==> src/rtl/edge_slope_setup.sv <==
// Triangle setup: forms dx/dy for the three edges, runs one division per edge
// through the external divider, and presents fixed-point slopes plus edge flags.
module edge_slope_setup #(
   parameter int FRAC_BITS      = 4,
   parameter int TIMEOUT_CYCLES = 64
) (
   input  logic               clk,
   input  logic               rst_n,
   input  logic               in_valid,
   output logic               in_ready,
   input  logic signed [15:0] v0_x,
   input  logic signed [15:0] v0_y,
   input  logic signed [15:0] v1_x,
   input  logic signed [15:0] v1_y,
   input  logic signed [15:0] v2_x,
   input  logic signed [15:0] v2_y,
   output logic               div_open,
   output logic signed [20:0] div_dividend,
   output logic signed [20:0] div_divisor,
   input  logic               div_finish,
   input  logic signed [20:0] div_quotient,
   output logic               out_valid,
   input  logic               out_ready,
   output logic signed [20:0] slope0,
   output logic signed [20:0] slope1,
   output logic signed [20:0] slope2,
   output logic [2:0]         horiz,
   output logic [2:0]         timeout_err
);
   typedef enum logic [1:0] {S_IDLE, S_ISSUE, S_WAIT, S_DONE} state_t;

   state_t            state_q, state_d;
   logic [1:0]        idx_q, idx_d;
   logic [7:0]        cnt_q, cnt_d;
   logic [2:0][15:0]  x_q, x_d, y_q, y_d;
   logic [2:0][20:0]  slope_q, slope_d;
   logic [2:0]        horiz_q, horiz_d, terr_q, terr_d;
   logic [20:0]       dvd_q, dvd_d, dvs_q, dvs_d;

   logic [2:0][20:0]  dvd_e, dvs_e;
   logic [2:0]        dy_zero;
   logic [20:0]       cur_dvd, cur_dvs, edge_val;
   logic              cur_zero, edge_end;
   logic [2:0]        sel;

   // Edge k runs from vertex k to vertex (k+1)%3.
   for (genvar gi = 0; gi < 3; gi++) begin : g_edge
      localparam int NB = (gi + 1) % 3;
      logic [16:0] dx, dy;
      assign dx          = {x_q[NB][15], x_q[NB]} - {x_q[gi][15], x_q[gi]};
      assign dy          = {y_q[NB][15], y_q[NB]} - {y_q[gi][15], y_q[gi]};
      assign dvd_e[gi]   = {{4{dx[16]}}, dx} << FRAC_BITS;
      assign dvs_e[gi]   = {{4{dy[16]}}, dy};
      assign dy_zero[gi] = (dy == 17'd0);
   end

   always_comb begin
      cur_dvd  = dvd_e[2];
      cur_dvs  = dvs_e[2];
      cur_zero = dy_zero[2];
      if (idx_q == 2'd0) begin
         cur_dvd  = dvd_e[0];
         cur_dvs  = dvs_e[0];
         cur_zero = dy_zero[0];
      end else if (idx_q == 2'd1) begin
         cur_dvd  = dvd_e[1];
         cur_dvs  = dvs_e[1];
         cur_zero = dy_zero[1];
      end
   end

   assign sel          = 3'b001 << idx_q;
   assign in_ready     = (state_q == S_IDLE);
   assign out_valid    = (state_q == S_DONE);
   assign div_open     = (state_q == S_ISSUE) && !cur_zero;
   // Operands go out combinationally in the open cycle, then hold from the registers.
   assign div_dividend = div_open ? cur_dvd : dvd_q;
   assign div_divisor  = div_open ? cur_dvs : dvs_q;
   assign slope0       = slope_q[0];
   assign slope1       = slope_q[1];
   assign slope2       = slope_q[2];
   assign horiz        = horiz_q;
   assign timeout_err  = terr_q;

   always_comb begin
      state_d  = state_q;
      idx_d    = idx_q;
      cnt_d    = cnt_q;
      x_d      = x_q;
      y_d      = y_q;
      slope_d  = slope_q;
      horiz_d  = horiz_q;
      terr_d   = terr_q;
      dvd_d    = dvd_q;
      dvs_d    = dvs_q;
      edge_end = 1'b0;
      edge_val = '0;
      case (state_q)
         S_IDLE: begin
            if (in_valid) begin
               x_d     = {v2_x, v1_x, v0_x};
               y_d     = {v2_y, v1_y, v0_y};
               horiz_d = '0;
               terr_d  = '0;
               idx_d   = 2'd0;
               state_d = S_ISSUE;
            end
         end
         S_ISSUE: begin
            if (cur_zero) begin
               horiz_d  = horiz_q | sel;
               edge_end = 1'b1;
            end else begin
               dvd_d   = cur_dvd;
               dvs_d   = cur_dvs;
               cnt_d   = 8'd0;
               state_d = S_WAIT;
            end
         end
         S_WAIT: begin
            if (div_finish) begin
               edge_end = 1'b1;
               edge_val = div_quotient;
            end else if (cnt_q == 8'(TIMEOUT_CYCLES - 1)) begin
               terr_d   = terr_q | sel;
               edge_end = 1'b1;
            end else begin
               cnt_d = cnt_q + 8'd1;
            end
         end
         S_DONE: begin
            if (out_ready) state_d = S_IDLE;
         end
         default: state_d = S_IDLE;
      endcase
      if (edge_end) begin
         for (int k = 0; k < 3; k++) begin
            if (sel[k]) slope_d[k] = edge_val;
         end
         if (idx_q == 2'd2) begin
            state_d = S_DONE;
         end else begin
            idx_d   = idx_q + 2'd1;
            state_d = S_ISSUE;
         end
      end
   end

   always_ff @(posedge clk or negedge rst_n) begin
      if (!rst_n) begin
         state_q <= S_IDLE;
         idx_q   <= '0;
         cnt_q   <= '0;
         x_q     <= '0;
         y_q     <= '0;
         slope_q <= '0;
         horiz_q <= '0;
         terr_q  <= '0;
         dvd_q   <= '0;
         dvs_q   <= '0;
      end else begin
         state_q <= state_d;
         idx_q   <= idx_d;
         cnt_q   <= cnt_d;
         x_q     <= x_d;
         y_q     <= y_d;
         slope_q <= slope_d;
         horiz_q <= horiz_d;
         terr_q  <= terr_d;
         dvd_q   <= dvd_d;
         dvs_q   <= dvs_d;
      end
   end
endmodule

==> config.mk <==
export PLATFORM = sky130hd
export DESIGN_NAME = edge_slope_setup
export DESIGN_NICKNAME = d
export VERILOG_FILES = /design/src/rtl/edge_slope_setup.sv
export SDC_FILE = /design/constraint.sdc
export NUM_CORES = 1
export LEC_CHECK = 0
export ABC_AREA = 1
export BUFFER_PORTS_ARGS = -buffer_cell sky130_fd_sc_hd__buf_4
export CORE_UTILIZATION = 30
export CTS_CLUSTER_SIZE = 25
export DETAILED_ROUTE_END_ITERATION = 10
export HOLD_SLACK_MARGIN = 0.02
export PLACE_DENSITY = 0.59
export SLEW_MARGIN = 20
export SYNTH_ARGS = -nofsm -noshare
export SYNTH_HDL_FRONTEND = slang
export SYNTH_SLANG_ARGS = --single-unit
==> constraint.sdc <==
create_clock -name clk -period 4.15 [get_ports clk]
set_input_delay 0.6225 -clock clk [delete_from_list [all_inputs] [get_ports clk]]
set_output_delay 0.6225 -clock clk [all_outputs]
set_load 0.005 [all_outputs]
==> reports/results.txt <==
Top cell by count, worst path: nand2_1
CP Class: register to primary output
Hold crit path type: input port to async pin
Synth cell types: 51
CTS Root Cell: clkbuf_16
Drt wl/cell: 16.9 um
Post-CTS Hold Buffers: 0
Maximum fanout along the worst path: 6
Number of global-route vias before repair: 13,500
Post-DP HPWL: 35.1 mm
Detailed Route Iter0 Violations: 974
Area delta synth->final: 28.3%
CP Data Arrival Time: 3510 ps
Nets@finish: 2,460
Reg2Reg Setup Slack: 720 ps
Total gr overflow: 0
Clk_lat worst skew: 550 ps
PwrDens: 1050 mW/mm^2
Layout fillers: 4,871
Via-to-Cell Ratio: 4.86
Port buffer count: 231
CP max stage cell: ha_1
Die Ht: 219 um
Cell family with most CP delay: simple AND/OR/NAND/NOR gates
Max Cap Violations: 0
Row cnt: 79
CTS tree: yes
Worst VDD drop: 472 uV
All-layer global routing usage: 0.196
Mapped Cells: 1,997
Die Area: 0.0480 sq mm
Clock buffer depth: 3
Slew Viols, Final: 0
Synth top area cells: dfrtp_1 37%, nand2_1 15%, ha_1 8.9%
Pin count of the biggest net entering global routing: 110
Commonest non-fill, non-tap cell in the layout: nand2_1
Number of placed I/O pins: 236
Crit path cell chain: inv_1, ha_1, a21oi_2, nand2_1, a21oi_1, nand2_1, nand2_1, nand2_1, nand2_1, nor2_2, nand4_1, nand3_2, a21oi_4, buf_6, buf_12, nand4_1, nand2_2, buf_6
DRT Wirelength: 48.2 mm
Setup violations, final: 0
Share of layout cells above drive strength 1: 0.199
Hold Fails Final Rpt: 0
CTS Buf Count: 26
Largest area contributor in the synthesized netlist: dfrtp_1
First-pass GRT wire length: 74.2 mm
Hold Slack: 118 ps
CP Buf/Inv Count: 4
Routed Antenna Nets: 0
Post-synth EDFFs: 0
Tmin final: 4140 ps
Unrepaired setup endpoints after global routing: true
Antenna violations before repair: 0
Rel. slew slack: 0.393
Post-synth ARST share: 1.00
Critical Path RT: 3530 ps
First-pass iteration count of the detailed router: 5
Initial core utilization: 0.304
# diodes: 0
Yosys warnings: 0
Via count: 13,900
Seq/Total Area, Yosys: 0.373
Clock Sinks: 211
Core area: 0.0466 sq mm
Crit path capture type: primary output
Status: finished clean
Post-Syn Area: 0.0141 sq mm
Die X: 219 um
Crit start category: register
H-tree depth: 1
Synthesized flop and latch total: 211
Slew @ Worst Pin: 910 ps
Final worst slack: 13.9 ps
Yosys top cell area share: 0.373
Top_reg_cell synth: dfrtp_1
Fin crit share: 0.997
Routability Congestion: 0.938
Critical path's largest stage delay: 380 ps
Post-route DRC: 0
Post-Syn Area per Cell: 7.08 sq um
Clock transition at the registers of the reported paths: 60 ps
Achievable Freq: 242 MHz
Pleak: 9.75 nW
Commonest cells after routing, fill and taps aside: 558 x nand2_1, 245 x inv_1, 244 x buf_4
DP Worst Slack: 295 ps
Skew final: 13.1 ps
==> final timing paths <==
path                                 startpoint                    end  cells after the start
max                         y_q[41]$_DFFE_PN0P_         div_divisor[4]                     18
min                                       rst_n    y_q[34]$_DFFE_PN0P_                      1
max reg2reg                 y_q[16]$_DFFE_PN0P_  slope1[3]$_DFFE_PN0P_                     21
min reg2reg                dvd_q[5]$_DFFE_PN0P_   dvd_q[5]$_DFFE_PN0P_                      2
max in group asynchronous                 rst_n    y_q[13]$_DFFE_PN0P_                      2
min in group clk                       v1_y[15]    y_q[31]$_DFFE_PN0P_                      3
==> kinds of logic after synthesis <==
logic type                 share of synthesized area
AOI/OAI and AO/OA                              0.144
buffers and inverters                         0.0968
xor gates and xnor gates                      0.0149
other                                       0.000265
and+or+nand+nor                                0.273
DFF                                            0.373
adders and majority gates                     0.0978
==> stage by stage <==
step / cells / util / cell area (sq um) / power [mW] / setup TNS (ps)
final: 2857 / 0.390 / 18200 / 19.0 / 0
after global routing: 2857 / 0.390 / 18200 / 20.9 / -3930
after CTS: 2843 / 0.377 / 17500 / 17.9 / 0
after detailed placement: 2787 / 0.354 / 16500 / 15.1 / 0
after global placement: 2787 / 0.354 / 16500 / 15.0 / 0
after floorplan: 2000 / - / 14200 / 11.2 / 0
==> cell type report <==
class                   count  area (sq um)  area share
well taps                 607           759      0.0418
inverters                 269          1020      0.0564
multi-input cells        1453          8000       0.441
repair inverters            2          20.0     0.00110
flip-flops and latches    211          5280       0.291
repair buffers            268          2190       0.121
clock buffers              32           723      0.0398
clock inverters            15           149     0.00820
==> Yosys cell counts, types with 2 or more instances <==
master and instances:
a211oi_1 3, o21ai_1 46, nand3b_1 14, nor3_1 15, buf_4 12, buf_1 9
and2_1 3, o221ai_1 3, o21a_1 10, a31oi_1 7, a21oi_2 4, nor2_1 210
clkbuf_1 30, nand4_1 20, inv_1 251, o211ai_1 3, o31ai_1 4, o21bai_1 3
o21ai_0 76, o2111ai_1 2, nand3_2 2, buf_2 8, inv_2 14, ha_1 101
a21boi_0 5, xnor2_1 8, a21o_1 4, nand2_1 583, dfrtp_1 211, o22ai_1 9
nand3_1 83, xor2_1 16, fa_1 6, clkinv_1 4, a21oi_1 195, buf_6 7
nor2_8 2
==> where the power goes <==
part	switching (mW)	internal (mW)	total [mW]
Clock	0.966	1.36	2.33
Sequential	0.497	2.86	3.35
Combinational	8.28	5.06	13.3
Total	9.74	9.28	19.0
==> what timing repair did <==
| action | 4_1_cts | 5_1_grt |
|---|---|---|
| gates cloned | 2 | 5 |
| gates resized for setup | 31 | 135 |
| endpoints found under the setup margin | 38 | 39 |
| pin swaps | 5 | 24 |
| buffers inserted | 7 | 9 |
==> routing by layer <==
layer	global-route usage	routed length [um]	vias up
met4	0.0435	1060	0
met1	0.259	21800	6518
met5	0	0	-
met3	0.0441	3420	64
li1	-	-	6885
met2	0.324	21900	418
==> worst reg2reg max path, delay by kind of cell (launching register included) <==
kind                       cells  cell delay [ps]
and+or+nand+nor               15             1970
adders and majority gates      2              560
DFF                            1              420
buffers and inverters          3              260
xor gates and xnor gates       1              160
==> flip-flops by register name (all words and copies together), names as in the netlist <==
| name | flops |
|---|---|
| timeout_err | 3 |
| state_q | 2 |
| dvd_q | 17 |
| slope0 | 21 |
| cnt_q | 8 |
| horiz | 3 |
| x_q | 48 |
| slope2 | 21 |
| y_q | 48 |
| slope1 | 21 |
| dvs_q | 17 |
| idx_q | 2 |
No activity file was read; power rests on OpenSTA's default activity.
